--- src/rtl/motor_pkg.sv ---
// Shared types and duty arithmetic for the multi-channel H-bridge PWM driver.
// Duty math is done on int so that intermediate sums/differences never wrap.
package motor_pkg;

    typedef enum logic [1:0] {
        RUN     = 2'd0,
        RAMP_DN = 2'd1,
        DEAD    = 2'd2,
        BRAKE   = 2'd3
    } chan_state_e;

    localparam logic DIR_FWD = 1'b1;
    localparam logic DIR_REV = 1'b0;

    // Limit a raw duty command to the PWM period (period == fully on).
    function automatic int clamp_duty(input int cmd, input int period);
        int res;
        if (cmd > period) begin
            res = period;
        end else begin
            res = cmd;
        end
        return res;
    endfunction

    // Move cur toward tgt by at most step, never overshooting.
    function automatic int ramp_toward(input int cur, input int tgt, input int step);
        int res;
        if (cur < tgt) begin
            res = ((tgt - cur) > step) ? (cur + step) : tgt;
        end else if (cur > tgt) begin
            res = ((cur - tgt) > step) ? (cur - step) : tgt;
        end else begin
            res = cur;
        end
        return res;
    endfunction

endpackage

--- src/rtl/motor_pwm_chan.sv ---
// One H-bridge channel: run/ramp-down/dead/brake FSM, duty ramp and
// registered IN1/IN2/EN/busy outputs, all timed by the shared period tick.
module motor_pwm_chan
    import motor_pkg::*;
#(
    parameter int PERIOD       = 10,
    parameter int DUTY_W       = 8,
    parameter int RAMP_STEP    = 1,
    parameter int DEAD_PERIODS = 2,
    parameter int CNT_W        = 4
) (
    input  logic              clk,
    input  logic              rst,
    input  logic              tick,
    input  logic [CNT_W-1:0]  cnt,
    input  logic [DUTY_W-1:0] duty_cmd,
    input  logic              dir_cmd,
    input  logic              brake_cmd,
    output logic              in1,
    output logic              in2,
    output logic              en,
    output logic              busy
);

    localparam int DEAD_W = $clog2(DEAD_PERIODS + 1);
    localparam logic [DEAD_W-1:0] DEAD_LOAD = DEAD_W'(DEAD_PERIODS);
    localparam logic [DEAD_W-1:0] DEAD_LAST = DEAD_W'(1);

    chan_state_e       state_r;
    logic              cur_dir_r;
    logic [DUTY_W-1:0] cur_duty_r;
    logic [DUTY_W-1:0] tgt_r;
    logic [DEAD_W-1:0] dead_cnt_r;

    logic [DUTY_W-1:0] tgt_s;
    logic [DUTY_W-1:0] step_run_s;
    logic [DUTY_W-1:0] step_dn_s;
    logic [DUTY_W-1:0] step_start_s;
    logic              in1_s;
    logic              in2_s;
    logic              en_s;
    logic              busy_s;

    // Clamped target and the three possible ramp results for this tick.
    always_comb begin
        tgt_s        = DUTY_W'(clamp_duty(int'(duty_cmd), PERIOD));
        step_run_s   = DUTY_W'(ramp_toward(int'(cur_duty_r), int'(tgt_s), RAMP_STEP));
        step_dn_s    = DUTY_W'(ramp_toward(int'(cur_duty_r), 0, RAMP_STEP));
        step_start_s = DUTY_W'(ramp_toward(0, int'(tgt_s), RAMP_STEP));
    end

    // Channel FSM: brake acts every clock, everything else on the period tick.
    always_ff @(posedge clk or posedge rst) begin
        if (rst) begin
            state_r    <= DEAD;
            dead_cnt_r <= DEAD_LOAD;
            cur_duty_r <= '0;
            cur_dir_r  <= DIR_FWD;
            tgt_r      <= '0;
        end else begin
            if (tick) begin
                tgt_r <= tgt_s;
            end else begin
                tgt_r <= tgt_r;
            end

            if (brake_cmd) begin
                state_r    <= BRAKE;
                cur_duty_r <= '0;
            end else if (state_r == BRAKE) begin
                state_r    <= DEAD;
                dead_cnt_r <= DEAD_LOAD;
            end else if (tick) begin
                case (state_r)
                    RUN: begin
                        if (dir_cmd != cur_dir_r) begin
                            if (cur_duty_r == '0) begin
                                state_r    <= DEAD;
                                dead_cnt_r <= DEAD_LOAD;
                            end else begin
                                state_r <= RAMP_DN;
                            end
                        end else begin
                            cur_duty_r <= step_run_s;
                        end
                    end
                    RAMP_DN: begin
                        // Reversal cancelled before reaching zero: resume without dead time.
                        if (dir_cmd == cur_dir_r) begin
                            state_r <= RUN;
                        end else begin
                            cur_duty_r <= step_dn_s;
                            if (step_dn_s == '0) begin
                                state_r    <= DEAD;
                                dead_cnt_r <= DEAD_LOAD;
                            end
                        end
                    end
                    DEAD: begin
                        if (dead_cnt_r <= DEAD_LAST) begin
                            state_r    <= RUN;
                            cur_dir_r  <= dir_cmd;
                            cur_duty_r <= step_start_s;
                        end else begin
                            dead_cnt_r <= dead_cnt_r - DEAD_W'(1);
                        end
                    end
                    default: begin
                        state_r    <= DEAD;
                        dead_cnt_r <= DEAD_LOAD;
                        cur_duty_r <= '0;
                    end
                endcase
            end
        end
    end

    // Next bridge drive; a brake request overrides the state immediately.
    always_comb begin
        in1_s  = 1'b0;
        in2_s  = 1'b0;
        en_s   = 1'b0;
        busy_s = 1'b1;
        if (brake_cmd) begin
            in1_s  = 1'b1;
            in2_s  = 1'b1;
            en_s   = 1'b1;
            busy_s = 1'b0;
        end else begin
            case (state_r)
                RUN, RAMP_DN: begin
                    in1_s = cur_dir_r;
                    in2_s = ~cur_dir_r;
                    en_s  = (DUTY_W'(cnt) < cur_duty_r);
                end
                default: begin
                    in1_s = 1'b0;
                    in2_s = 1'b0;
                    en_s  = 1'b0;
                end
            endcase
            busy_s = (state_r != RUN) || (cur_duty_r != tgt_r);
        end
    end

    // Output registers; reset forces the bridge off at once.
    always_ff @(posedge clk or posedge rst) begin
        if (rst) begin
            in1  <= 1'b0;
            in2  <= 1'b0;
            en   <= 1'b0;
            busy <= 1'b1;
        end else begin
            in1  <= in1_s;
            in2  <= in2_s;
            en   <= en_s;
            busy <= busy_s;
        end
    end

endmodule

--- src/rtl/motor_pwm_ctrl.sv ---
// Multi-channel H-bridge motor driver: one shared PWM period counter feeding
// N_CH independent channel controllers.
module motor_pwm_ctrl
    import motor_pkg::*;
#(
    parameter int N_CH         = 2,
    parameter int PERIOD       = 10,
    parameter int DUTY_W       = 8,
    parameter int RAMP_STEP    = 1,
    parameter int DEAD_PERIODS = 2
) (
    input  logic                     clk,
    input  logic                     rst,
    input  logic [N_CH*DUTY_W-1:0]   duty_cmd,
    input  logic [N_CH-1:0]          dir_cmd,
    input  logic [N_CH-1:0]          brake_cmd,
    output logic [N_CH-1:0]          in1,
    output logic [N_CH-1:0]          in2,
    output logic [N_CH-1:0]          en,
    output logic [N_CH-1:0]          busy
);

    localparam int CNT_W = $clog2(PERIOD);
    localparam logic [CNT_W-1:0] CNT_LAST = CNT_W'(PERIOD - 1);

    logic [CNT_W-1:0] cnt_r;
    logic             tick_s;

    assign tick_s = (cnt_r == CNT_LAST);

    // Shared PWM period counter, 0..PERIOD-1.
    always_ff @(posedge clk or posedge rst) begin
        if (rst) begin
            cnt_r <= '0;
        end else if (tick_s) begin
            cnt_r <= '0;
        end else begin
            cnt_r <= cnt_r + CNT_W'(1);
        end
    end

    for (genvar i = 0; i < N_CH; i++) begin : g_chan
        motor_pwm_chan #(
            .PERIOD       (PERIOD),
            .DUTY_W       (DUTY_W),
            .RAMP_STEP    (RAMP_STEP),
            .DEAD_PERIODS (DEAD_PERIODS),
            .CNT_W        (CNT_W)
        ) u_chan (
            .clk       (clk),
            .rst       (rst),
            .tick      (tick_s),
            .cnt       (cnt_r),
            .duty_cmd  (duty_cmd[i*DUTY_W +: DUTY_W]),
            .dir_cmd   (dir_cmd[i]),
            .brake_cmd (brake_cmd[i]),
            .in1       (in1[i]),
            .in2       (in2[i]),
            .en        (en[i]),
            .busy      (busy[i])
        );
    end

endmodule

--- config.mk ---
export PLATFORM = sky130hd
export DESIGN_NAME = motor_pwm_ctrl
export DESIGN_NICKNAME = d
export VERILOG_FILES = /design/src/rtl/motor_pkg.sv /design/src/rtl/motor_pwm_chan.sv /design/src/rtl/motor_pwm_ctrl.sv
export SDC_FILE = /design/constraint.sdc
export NUM_CORES = 1
export LEC_CHECK = 0
export ABC_AREA = 1
export BUFFER_PORTS_ARGS = -buffer_cell sky130_fd_sc_hd__clkbuf_2
export CAP_MARGIN = 10
export CELL_PAD_IN_SITES_DETAIL_PLACEMENT = 1
export CELL_PAD_IN_SITES_GLOBAL_PLACEMENT = 1
export CORE_ASPECT_RATIO = 1.2
export CORE_UTILIZATION = 49
export DETAILED_ROUTE_END_ITERATION = 8
export PLACE_DENSITY_LB_ADDON = 0.12
export SYNTH_ARGS = -nofsm -noshare
export SYNTH_HDL_FRONTEND = slang
export SYNTH_HIERARCHICAL = 1
export SYNTH_SLANG_ARGS = --single-unit
--- constraint.sdc ---
create_clock -name clk -period 4.9 [get_ports clk]
set_input_delay 0.735 -clock clk [delete_from_list [all_inputs] [get_ports clk]]
set_output_delay 0.735 -clock clk [all_outputs]
set_load 0.01 [all_outputs]
After elaboration in Yosys (flattened, before gate mapping)
Cells that the tools add are included.
{"block": "word_totals", "elab_cells": 202, "output_inout_bits": 8, "inputBits": 22, "ff_bits": 54}
{"block": "classes", "mux": 79, "n_lt_le_gt_ge": 22, "reduce_logical": 26, "bitwise_logic": 6, "n_eq_ne": 39, "addsub": 11}
{"operator": "2-to-1 mux 8 bit", "count": 30}
{"operator": "> comparator 32 x 2 -> 1 bit, second input constant", "count": 4}
{"operator": "2-to-1 mux 2 bit", "count": 28}
{"operator": "> comparator 8 x 1 -> 1 bit, second input constant", "count": 6}
{"operator": "one-hot mux 8 bit (3 select lines)", "count": 2}
{"operator": "subtractor 8 x 8 -> 9 bit", "count": 4}
{"operator": "zero test 8 bit", "count": 4}
{"operator": "!= test 4 x 2 -> 1 bit, second input constant", "count": 6}
{"operator": "one-hot mux 2 bit (3 select lines)", "count": 4}
{"operator": "!= test 3 x 1 -> 1 bit, second input constant", "count": 6}
{"operator": "!= test 3 x 2 -> 1 bit, second input constant", "count": 6}
{"operator": "adder 8 x 1 -> 8 bit, second input constant", "count": 2}
{"operator": "> comparator 8 x 4 -> 1 bit, second input constant", "count": 2}
{"operator": "> comparator 8 bit", "count": 2}
{"operator": "less-than comparator 1 x 8 -> 1 bit, first input constant", "count": 2}
{"operator": "less-than comparator 4 x 8 -> 1 bit", "count": 2}
{"operator": "less-than comparator 8 bit", "count": 2}
{"operator": "!= test 8 bit", "count": 2}
{"operator": "subtractor 8 x 1 -> 8 bit, second input constant", "count": 2}
{"operator": "2-to-1 mux 1 bit", "count": 14}
{"operator": "AND reduction 7 bit", "count": 2}
{"operator": "!= test 3 bit, second input constant", "count": 4}
{"operator": "AND reduction 6 bit", "count": 2}
{"operator": "nonzero test 2 bit", "count": 6}
{"operator": "18 further kinds", "count": 39}

Depth between registers and ports, before layout
Gate-level depths: netlist (run 1).
{"block": "depth", "depth_word": 12, "mapped_depth": 27, "ltp_nobuf": 27}

Modules after synthesis
Netlist (run 1), hierarchy kept.
{"module": "motor_pwm_chan (g_chan[1].u_chan)", "area_each_um2": 2911.5, "cells_each": 431, "n_inst": 1, "seq_area_each_um2": 630.6}
{"module": "motor_pwm_chan (g_chan[0].u_chan)", "area_each_um2": 2810.2, "cells_each": 428, "n_inst": 1, "seq_area_each_um2": 630.6}
{"module": "motor_pwm_ctrl", "area_each_um2": 180.2, "cells_each": 21, "n_inst": 1, "seq_area_each_um2": 100.1}

Worst setup path before layout (run 1)
Ideal clock, no wire load.
{"block": "synth_timing", "path_kind": "in2reg", "start": "input port duty_cmd[13]", "end": "register g_chan[1].u_chan.cur_duty_r[4]", "setup_ns": 0.117, "path_slack_ns": 1.662, "path_buffers": 0, "t_required_ns": 4.783, "arrival_time_ns": 3.122, "stages": 25, "cell_sequence": "nor2_2 nand2_2 a21oi_1 inv_1 nor2_1 ha_1 inv_1 fa_1 nand2_2 inv_2 o21ai_2 nand2_1 nand2_1 nand2_1 nor2_2 nand3_2 nor2_4 nand2_4 nand2_4 nor2_1 o21a_1 nand2_1 nand2_1 nand2_1 nand2_1"}
{"block": "synth_via", "elab_chain_cells": 12, "elab_cells_between_ends": 24, "cone_classes": "add/sub: 2; order compare: 7; eq/ne: 1; mux: 13; reduce/logical: 1"}
{"item": "from (decl)", "line": "motor_pwm_ctrl.sv:14", "text": "input logic [N_CH*DUTY_W-1:0] duty_cmd,"}
{"item": "> comparator 8 x 4 -> 1 bit *", "line": "motor_pkg.sv:18", "text": "if (cmd > period) begin"}
{"item": "2-to-1 mux 8 bit *", "line": "motor_pkg.sv:18"}
{"item": "net g_chan[1].u_chan.tgt_s[0]", "line": "motor_pwm_chan.sv:35", "text": "logic [DUTY_W-1:0] tgt_s;"}
{"item": "subtractor 8 x 8 -> 9 bit", "line": "motor_pkg.sv:32", "text": "res = ((cur - tgt) > step) ? (cur - step) : tgt;"}
{"item": "> comparator 32 x 2 -> 1 bit", "line": "motor_pkg.sv:32"}
{"item": "2-to-1 mux 8 bit", "line": "motor_pkg.sv:32"}
{"item": "2-to-1 mux 8 bit", "line": "motor_pkg.sv:31", "text": "end else if (cur > tgt) begin"}
{"item": "2-to-1 mux 8 bit", "line": "motor_pkg.sv:29", "text": "if (cur < tgt) begin"}
{"item": "2-to-1 mux 8 bit", "line": "motor_pwm_chan.sv:76", "text": "if (dir_cmd != cur_dir_r) begin"}
{"item": "one-hot mux 8 bit (3 select lines)", "line": "motor_pwm_chan.sv:74", "text": "case (state_r)"}
{"item": "2-to-1 mux 8 bit", "line": "motor_pwm_chan.sv:73", "text": "end else if (tick) begin"}
{"item": "2-to-1 mux 8 bit", "line": "motor_pwm_chan.sv:70", "text": "end else if (state_r == BRAKE) begin"}
{"item": "2-to-1 mux 8 bit", "line": "motor_pwm_chan.sv:67", "text": "if (brake_cmd) begin"}
{"item": "to (signal assigned)", "line": "motor_pwm_chan.sv:84", "text": "cur_duty_r <= step_run_s;"}
{"item": "to (signal assigned)", "line": "motor_pwm_chan.sv:92", "text": "cur_duty_r <= step_dn_s;"}
{"item": "to (signal assigned)", "line": "motor_pwm_chan.sv:103", "text": "cur_duty_r <= step_start_s;"}
{"item": "to (decl)", "line": "motor_pwm_chan.sv:31", "text": "logic [DUTY_W-1:0] cur_duty_r;"}
The timed path passes the listed nets; every way through them passes the cells marked *. The select of a mux whose other input is x is not followed.
A chain may end at the register's enable or synchronous reset.

Worst setup path after layout (run 1)
{"block": "layout_timing", "start": "input port duty_cmd[15]", "end": "register g_chan[1].u_chan.cur_duty_r[1]"}
The elaborated chain is that of the path after synthesis.

==> results of run 1 <==
-- synthesized netlist by cell type, drive strengths merged (3+ instances only) --
library cell  instances  area (um^2)
a21oi                34        196.4
buf                  12        100.1
conb                  4        15.01
dfrtp                46         1151
dfstp                 8        210.2
fa                    4        80.08
ha                   45        563.0
inv                 128        483.0
nand2               272         1086
nand3                98        535.5
nand4                14        100.1
nor2                 87        422.9
nor3                  9        82.58
nor4                  3        18.77
o211ai                5        56.30
o21a                  3        22.52
o21ai                46        237.7
o22ai                 6        51.30
or2                   4        25.03
xnor2                 5        43.79
xor2                 27        236.5
-- report_power, final --
part	leakage (nW)	internal, W	switching (W)
logic	2.56	0.000826	0.00172
registers	0.670	0.000557	0.000191
clock network	0.0763	0.000196	0.000179
-- worst max path at each step --
stage	slack (ns)	depth (start not counted)	endpoint	startpoint
CTS	1.31	27	g_chan[1].u_chan/cur_duty_r[1]$_DFFE_PP0P_	duty_cmd[15]
finish	1.28	27	g_chan[1].u_chan/cur_duty_r[1]$_DFFE_PP0P_	duty_cmd[15]
detailed placement	0.99	27	g_chan[1].u_chan/cur_duty_r[1]$_DFFE_PP0P_	duty_cmd[15]
global placement	1.13	27	g_chan[1].u_chan/cur_duty_r[1]$_DFFE_PP0P_	duty_cmd[13]
global route	1.03	28	g_chan[1].u_chan/cur_duty_r[0]$_DFFE_PP0P_	duty_cmd[13]
floorplan	1.66	25	g_chan[1].u_chan/cur_duty_r[4]$_DFFE_PP0P_	duty_cmd[13]
-- cell usage in the layout, fill, tap and decap left out, types with 3 or more instances in the layout --
cell / n
nand2_1: 254
inv_1: 111
nand3_1: 89
nor2_1: 68
dfrtp_1: 46
ha_1: 45
o21ai_0: 33
a21oi_1: 31
clkbuf_2: 29
xor2_1: 27
inv_2: 16
conb_1: 15
nand2_2: 14
nand4_1: 12
nor2_2: 11
o21ai_1: 11
nand3_2: 9
dfstp_2: 8
nor2_4: 7
clkbuf_16: 5
xnor2_1: 5
o22ai_1: 5
nand2_4: 4
nor3_1: 4
fa_1: 4
or2_2: 3
nor4_1: 3
o21a_1: 3
o211ai_1: 3
nor3_2: 3
-- kinds of logic (layout without fill, tap and decap cells) --
kind of cell	count (synthesis)	in the layout
and+or+nand+nor	488	488
buffers and inverters	143	167
AOI/OAI and AO/OA	110	110
DFF	54	54
adders and majority gates	49	49
xor gates and xnor gates	32	32
other	4	15
-- metrics by stage --
stage | total power, W | utilization, %
final | 0.003671 | 54.54
after global routing | 0.003995 | 54.54
after CTS | 0.003666 | 54.54
after detailed placement | 0.003257 | 53.22
after global placement | 0.003134 | 53.22
after floorplan | 0.002617 | -
-- layer usage --
layer / global-route usage (%) / vias to the layer above / part of all wire (%)
li1: - / 2880 / -
met1: 32.07 / 2870 / 38
met2: 60.78 / 99 / 54
met3: 3.075 / 66 / 2.2
met4: 18.39 / 0 / 5.9
met5: 0 / - / 0
-- cell type report --
class	count	area share, %
Timing Repair Buffer	30	2.408
Multi-Input combinational cell	694	62.91
Clock buffer	5	1.974
Inverter	129	7.679
Sequential cell	54	21.48
Clock inverter	3	0.4540
Tap cell	157	3.099
-- state kept, by name, indices dropped and copies added (netlist names) --
name,cells
g_chan.u_chan/cur_duty_r,16
g_chan.u_chan/en,2
g_chan.u_chan/tgt_r,16
cnt_r,4
g_chan.u_chan/busy,2
g_chan.u_chan/in2,2
g_chan.u_chan/cur_dir_r,2
g_chan.u_chan/state_r,4
g_chan.u_chan/dead_cnt_r,4
g_chan.u_chan/in1,2
==> out/qor.csv, run 1 <==
metric,value,unit
status,completed,
yosysSeqAreaShare,23.07,%
antenna_cells,0,
avgSynthCellArea,6.707,um^2
grt_antenna_before_repair,0,
track_usage,31.43,%
worstSkewPairLatency,0.31,ns
cts_buffers,5,
clock_tree.root_cell,clkbuf_16,
crit_path_start_kind,primary input,
final_hold_viol_count,0,
setup_viol,0,
dominantRegCellSynth,dfrtp_1,
drtAntennaViolNets,0,
cp.required,5.10,ns
syn_to_final_growth,7.399,%
grt_pass1_wl,30.28,mm
hpwl,15.20,mm
fin_cells,1072,
skew,0.01074,ns
gr-total-overflow,0,
critPathTopFamily,simple AND/OR/NAND/NOR gates,
synthMuxAreaShare,0,%
final.min_clock_period,3.623,ns
register_area,0.001361,mm^2
cp_slowest_stage_delay,0.39,ns
synth_edf_count,0,
synth_xor_area_share,4.749,%
pre_cts_ws,0.9851,ns
holdBufCountCts,0,
synth_adder_area_share,10.90,%
viasPerCell,5.518,
drv_slew,0,
multiInputGateArea,0.003988,mm^2
critPathSlowestCell,fa_1,
power.density,579.1,mW/mm^2
fin_area,0.006339,mm^2
setup_ws,1.277,ns
endpoint_kind,flip-flop,
die_w,102.2,um
synth_warnings,6,
synth_compound_area_share,12.36,%
cts.sinks,54,
min_period_over_period,73.93,%
synth_simple_gate_area_share,38.61,%
clk_pin_slew,0.08,ns
vias,5915,
maxCapViolations,0,
postSynthCellCount,880,
dp.cells,1064,
async_reset_ff_share,100.0,%
peakVddDrop,293.2,uV
worst-path-buf-inv,4,
critical-path-top-cell-by-count,nand2_1,
worst-endpoint-arrival,3.82,ns
std_cell_rows,43,
cp_max_fo,8,
hold_path.class,primary input to asynchronous set/reset pin,
r2r_cells,16,
initial_core_util,50.79,%
rsz0062_at_grt,false,
fill_cells,1643,
whs,0.3118,ns
gp_congestion,0.9175,
drive_gt1_share,14.32,%
dr.pass1.iters,4,
die-area,0.01249,mm^2
synth-seq-cells,54,
path_class,primary input to flip-flop,
grt_pass1_vias,6358,
h-tree-depth,2,
r2r_slack,1.78,ns
io_pins,30,
grt_max_degree,26,
max_freq,276.0,MHz
r2r_start,g_chan[0].u_chan/cur_duty_r[0]$_DFFE_PP0P_,
clk_path_buf_depth,2,
coreArea,0.01162,mm^2
rr_endpoint,g_chan[0].u_chan/cur_duty_r[5]$_DFFE_PP0P_,
drt_iter0_markers,180,
syn-cell-area,0.005902,mm^2
fin_setup_tns,0,ns
die_y,122.2,um
ys_types,60,
routedWlPerCell,17.28,um
cts_tree,built,
cts_setup_buffers,0,
synth_top_family_by_area,simple AND/OR/NAND/NOR gates,
finalWirelength,18.53,mm
worst_pin_slew,1.007,ns
slew_headroom,32.79,%
drc,0,
place_area,0.006185,mm^2
cts_resized,0,
finalNetCount,985,
port_buffers,29,
p_leak,3.306,nW
Power figures use the tool's default switching activity.
==> run 2: changes to the inputs <==
- ABC_AREA: 1 -> 0
- CORE_UTILIZATION: 49 -> 43
- clock period: 4.9 -> 3.3 ns (I/O delays scaled with it)
==> run 2 against run 1 <==
Global-route usage decreased by 1.2 points. Worst hold slack got worse by 0.24 ns. Sequential share of layout area decreased by 3.5 points. The flow now finishes with violations (negative setup slack). Cell area increased by 20%. Critical path type unchanged. Clock-buffer cell count increased by 1.
==> out/qor.csv, run 2 <==
metric,value,unit
status,"finished, violations left",
failed_checks,negative setup slack,
die_y,128.6,um
cp_slowest_stage_delay,0.57,ns
synth_top_area_share,20.05,%
r2r_cells,12,
synthTopCellsByCount,"nor2_1, dfrtp_1, ha_1",
gp_congestion,0.8951,
routedWlPerCell,21.44,um
critPathTopFamily,compound AO/OA/AOI/OAI gates,
cp.required,3.51,ns
final_cell_mix,"buf_4, nor2_1, dfrtp_1",
final_util,59.04,%
endpoint_kind,flip-flop,
critPathLaunch,duty_cmd[13],
drt_iter0_markers,269,
syn-cell-area,0.005741,mm^2
final_hold_viol_count,0,
async_reset_ff_share,100.0,%
port_buffers,29,
setup_ws,-0.3465,ns
ys_types,101,
clk_pin_slew,0.07,ns
clk_path_buf_depth,2,
hpwl,14.92,mm
min_period_over_period,110.5,%
vias,5983,
die_w,107.5,um
yosys.area.top_type,dfrtp_1,
top_regs,"g_chan.u_chan/cur_duty_r: 16 flops, g_chan.u_chan/tgt_r: 16 flops",
grt_max_degree,26,
drv_slew,0,
antenna_cells,0,
die-area,0.01382,mm^2
dominantRegCellSynth,dfrtp_1,
grt_pass1_vias,6492,
finalWirelength,21.16,mm
std_cell_rows,45,
cp_max_fo,4,
peakVddDrop,203.5,uV
grt_antenna_before_repair,0,
final_common_cell,buf_4,
skew,0.008735,ns
cts.sinks,54,
fin_cells,987,
rsz0062_at_grt,true,
final.min_clock_period,3.647,ns
finalNetCount,893,
maxCapViolations,0,
dr.pass1.iters,4,
syn_to_final_growth,32.04,%
critPathSlowestCell,or4_4,
cts_tree,built,
grt_pass1_wl,32.71,mm
holdBufCountCts,0,
cp_cell_sequence,"buf_8, or4_4, a211oi_4, inv_2, ha_4, nand2b_4, a211oi_4, o21a_1, o221ai_4, buf_6, o32ai_4, a211oi_1, buf_4, nor2_1, and4b_4, nor4_2",
coreArea,0.01284,mm^2
viasPerCell,6.062,
initial_core_util,44.72,%
clock_tree.root_cell,clkbuf_16,
hold_path.class,primary input to asynchronous set/reset pin,
synth-seq-cells,54,
postSynthCellCount,692,
drc,0,
fill_cells,1522,
synth_warnings,6,
track_usage,30.23,%
r2r_start,g_chan[1].u_chan/cur_duty_r[1]$_DFFE_PP0P_,
p_leak,3.199,nW
path_class,primary input to flip-flop,
critical-path-top-cell-by-count,a211oi_4,
synth.area.top_cells,"dfrtp_1, ha_1, nor2_1, xnor2_1, o21ai_0",
gr-total-overflow,0,
drive_gt1_share,34.63,%
worst-path-buf-inv,4,
crit_path_start_kind,primary input,
report.power.total,0.001897,W
slew_headroom,29.91,%
avgSynthCellArea,8.296,um^2
max_freq,274.2,MHz
worst_pin_slew,1.050,ns
dp.cells,959,
io_pins,30,
cts_buffers,5,
drtAntennaViolNets,0,
synth_most_common_cell,nor2_1,
synth_edf_count,0,
yosysSeqAreaShare,23.71,%
power.density,250.2,mW/mm^2
h-tree-depth,2,
worstSkewPairLatency,0.30,ns
worst-endpoint-arrival,3.85,ns
cp_num_cells,16,
setup_viol,12,
## run 2: cells by family after synthesis
logic type	share of synthesized area, %
multiplexers	2.768
adder cells (fa/ha/maj)	11.20
XOR/XNOR	5.798
buffers and inverters	6.124
other	0.2615
AND/OR/NAND/NOR	24.78
flip-flops	23.71
AO/OA/AOI/OAI	25.35
## run 2: worst register-to-register path, stage by stage (launching register included)
cell and delay (ns):
dfrtp_1 0.47, inv_1 0.35, ha_4 0.29, nor2b_4 0.13, o21a_1 0.19, or3_1 0.32
a32o_2 0.26, nor4_4 0.32, o22ai_4 0.16, a21oi_2 0.23, buf_4 0.16, mux2i_1 0.17
o221ai_1 0.12
## run 2: stage by stage
stage	TNS [ns]	worst slack (ns)	hold WS, ns	cell area [um^2]
floorplan	-2.381	-0.3854	0.2611	5851
global placement	-5.472	-0.5214	0.3848	6779
detailed placement	-7.133	-0.6250	0.3910	6779
CTS	-1.543	-0.2625	0.07435	7243
global route	-3.751	-0.4317	0.08529	7580
finish	-2.273	-0.3465	0.07187	7580
## run 2: power by group
group          switching, W  internal, W
Combinational      0.000326     0.000230
Sequential        0.0000216     0.000698
Clock              0.000262     0.000359
## run 2: path summary, 6_finish.rpt
path / to / slack [ns]
hold reg to reg: g_chan[1].u_chan/dead_cnt_r[0]$_DFFE_PP0P_ / 0.50
min in group clk: g_chan[0].u_chan/cur_dir_r$_DFFE_PP1P_ / 0.46
hold / removal: cnt_r[0]$_DFF_PP0_ / 0.07
max in group asynchronous: g_chan[1].u_chan/cur_duty_r[6]$_DFFE_PP0P_ / 2.21
setup / recovery: g_chan[1].u_chan/cur_duty_r[1]$_DFFE_PP0P_ / -0.35
setup reg to reg: g_chan[1].u_chan/cur_duty_r[0]$_DFFE_PP0P_ / -0.01
## run 2: timing repair
item | CTS | global route
pin swaps | 22 | 40
resized for setup | 39 | 64
gates cloned | 0 | 0
setup buffers | 13 | 7
setup endpoints to repair | 14 | 16
## run 2: cell type report
| class | instances | area, um^2 | share of cell area [%] |
|---|---|---|---|
| multi-input cells | 568 | 4564 | 60.22 |
| flip-flops and latches | 54 | 1361 | 17.96 |
| repair buffers | 148 | 1109 | 14.63 |
| well taps | 164 | 205.2 | 2.707 |
| inverters | 45 | 173.9 | 2.294 |
| clock buffers | 6 | 128.9 | 1.700 |
| clock inverters | 2 | 37.54 | 0.4952 |
## run 2: layer usage
layer / vias up / share of wire [%] / track usage (%)
met5: - / 0 / 0
met4: 0 / 5.5 / 16.12
met3: 79 / 3.4 / 3.647
met2: 180 / 53 / 57.57
met1: 2963 / 38 / 32.24
li1: 2761 / - / -
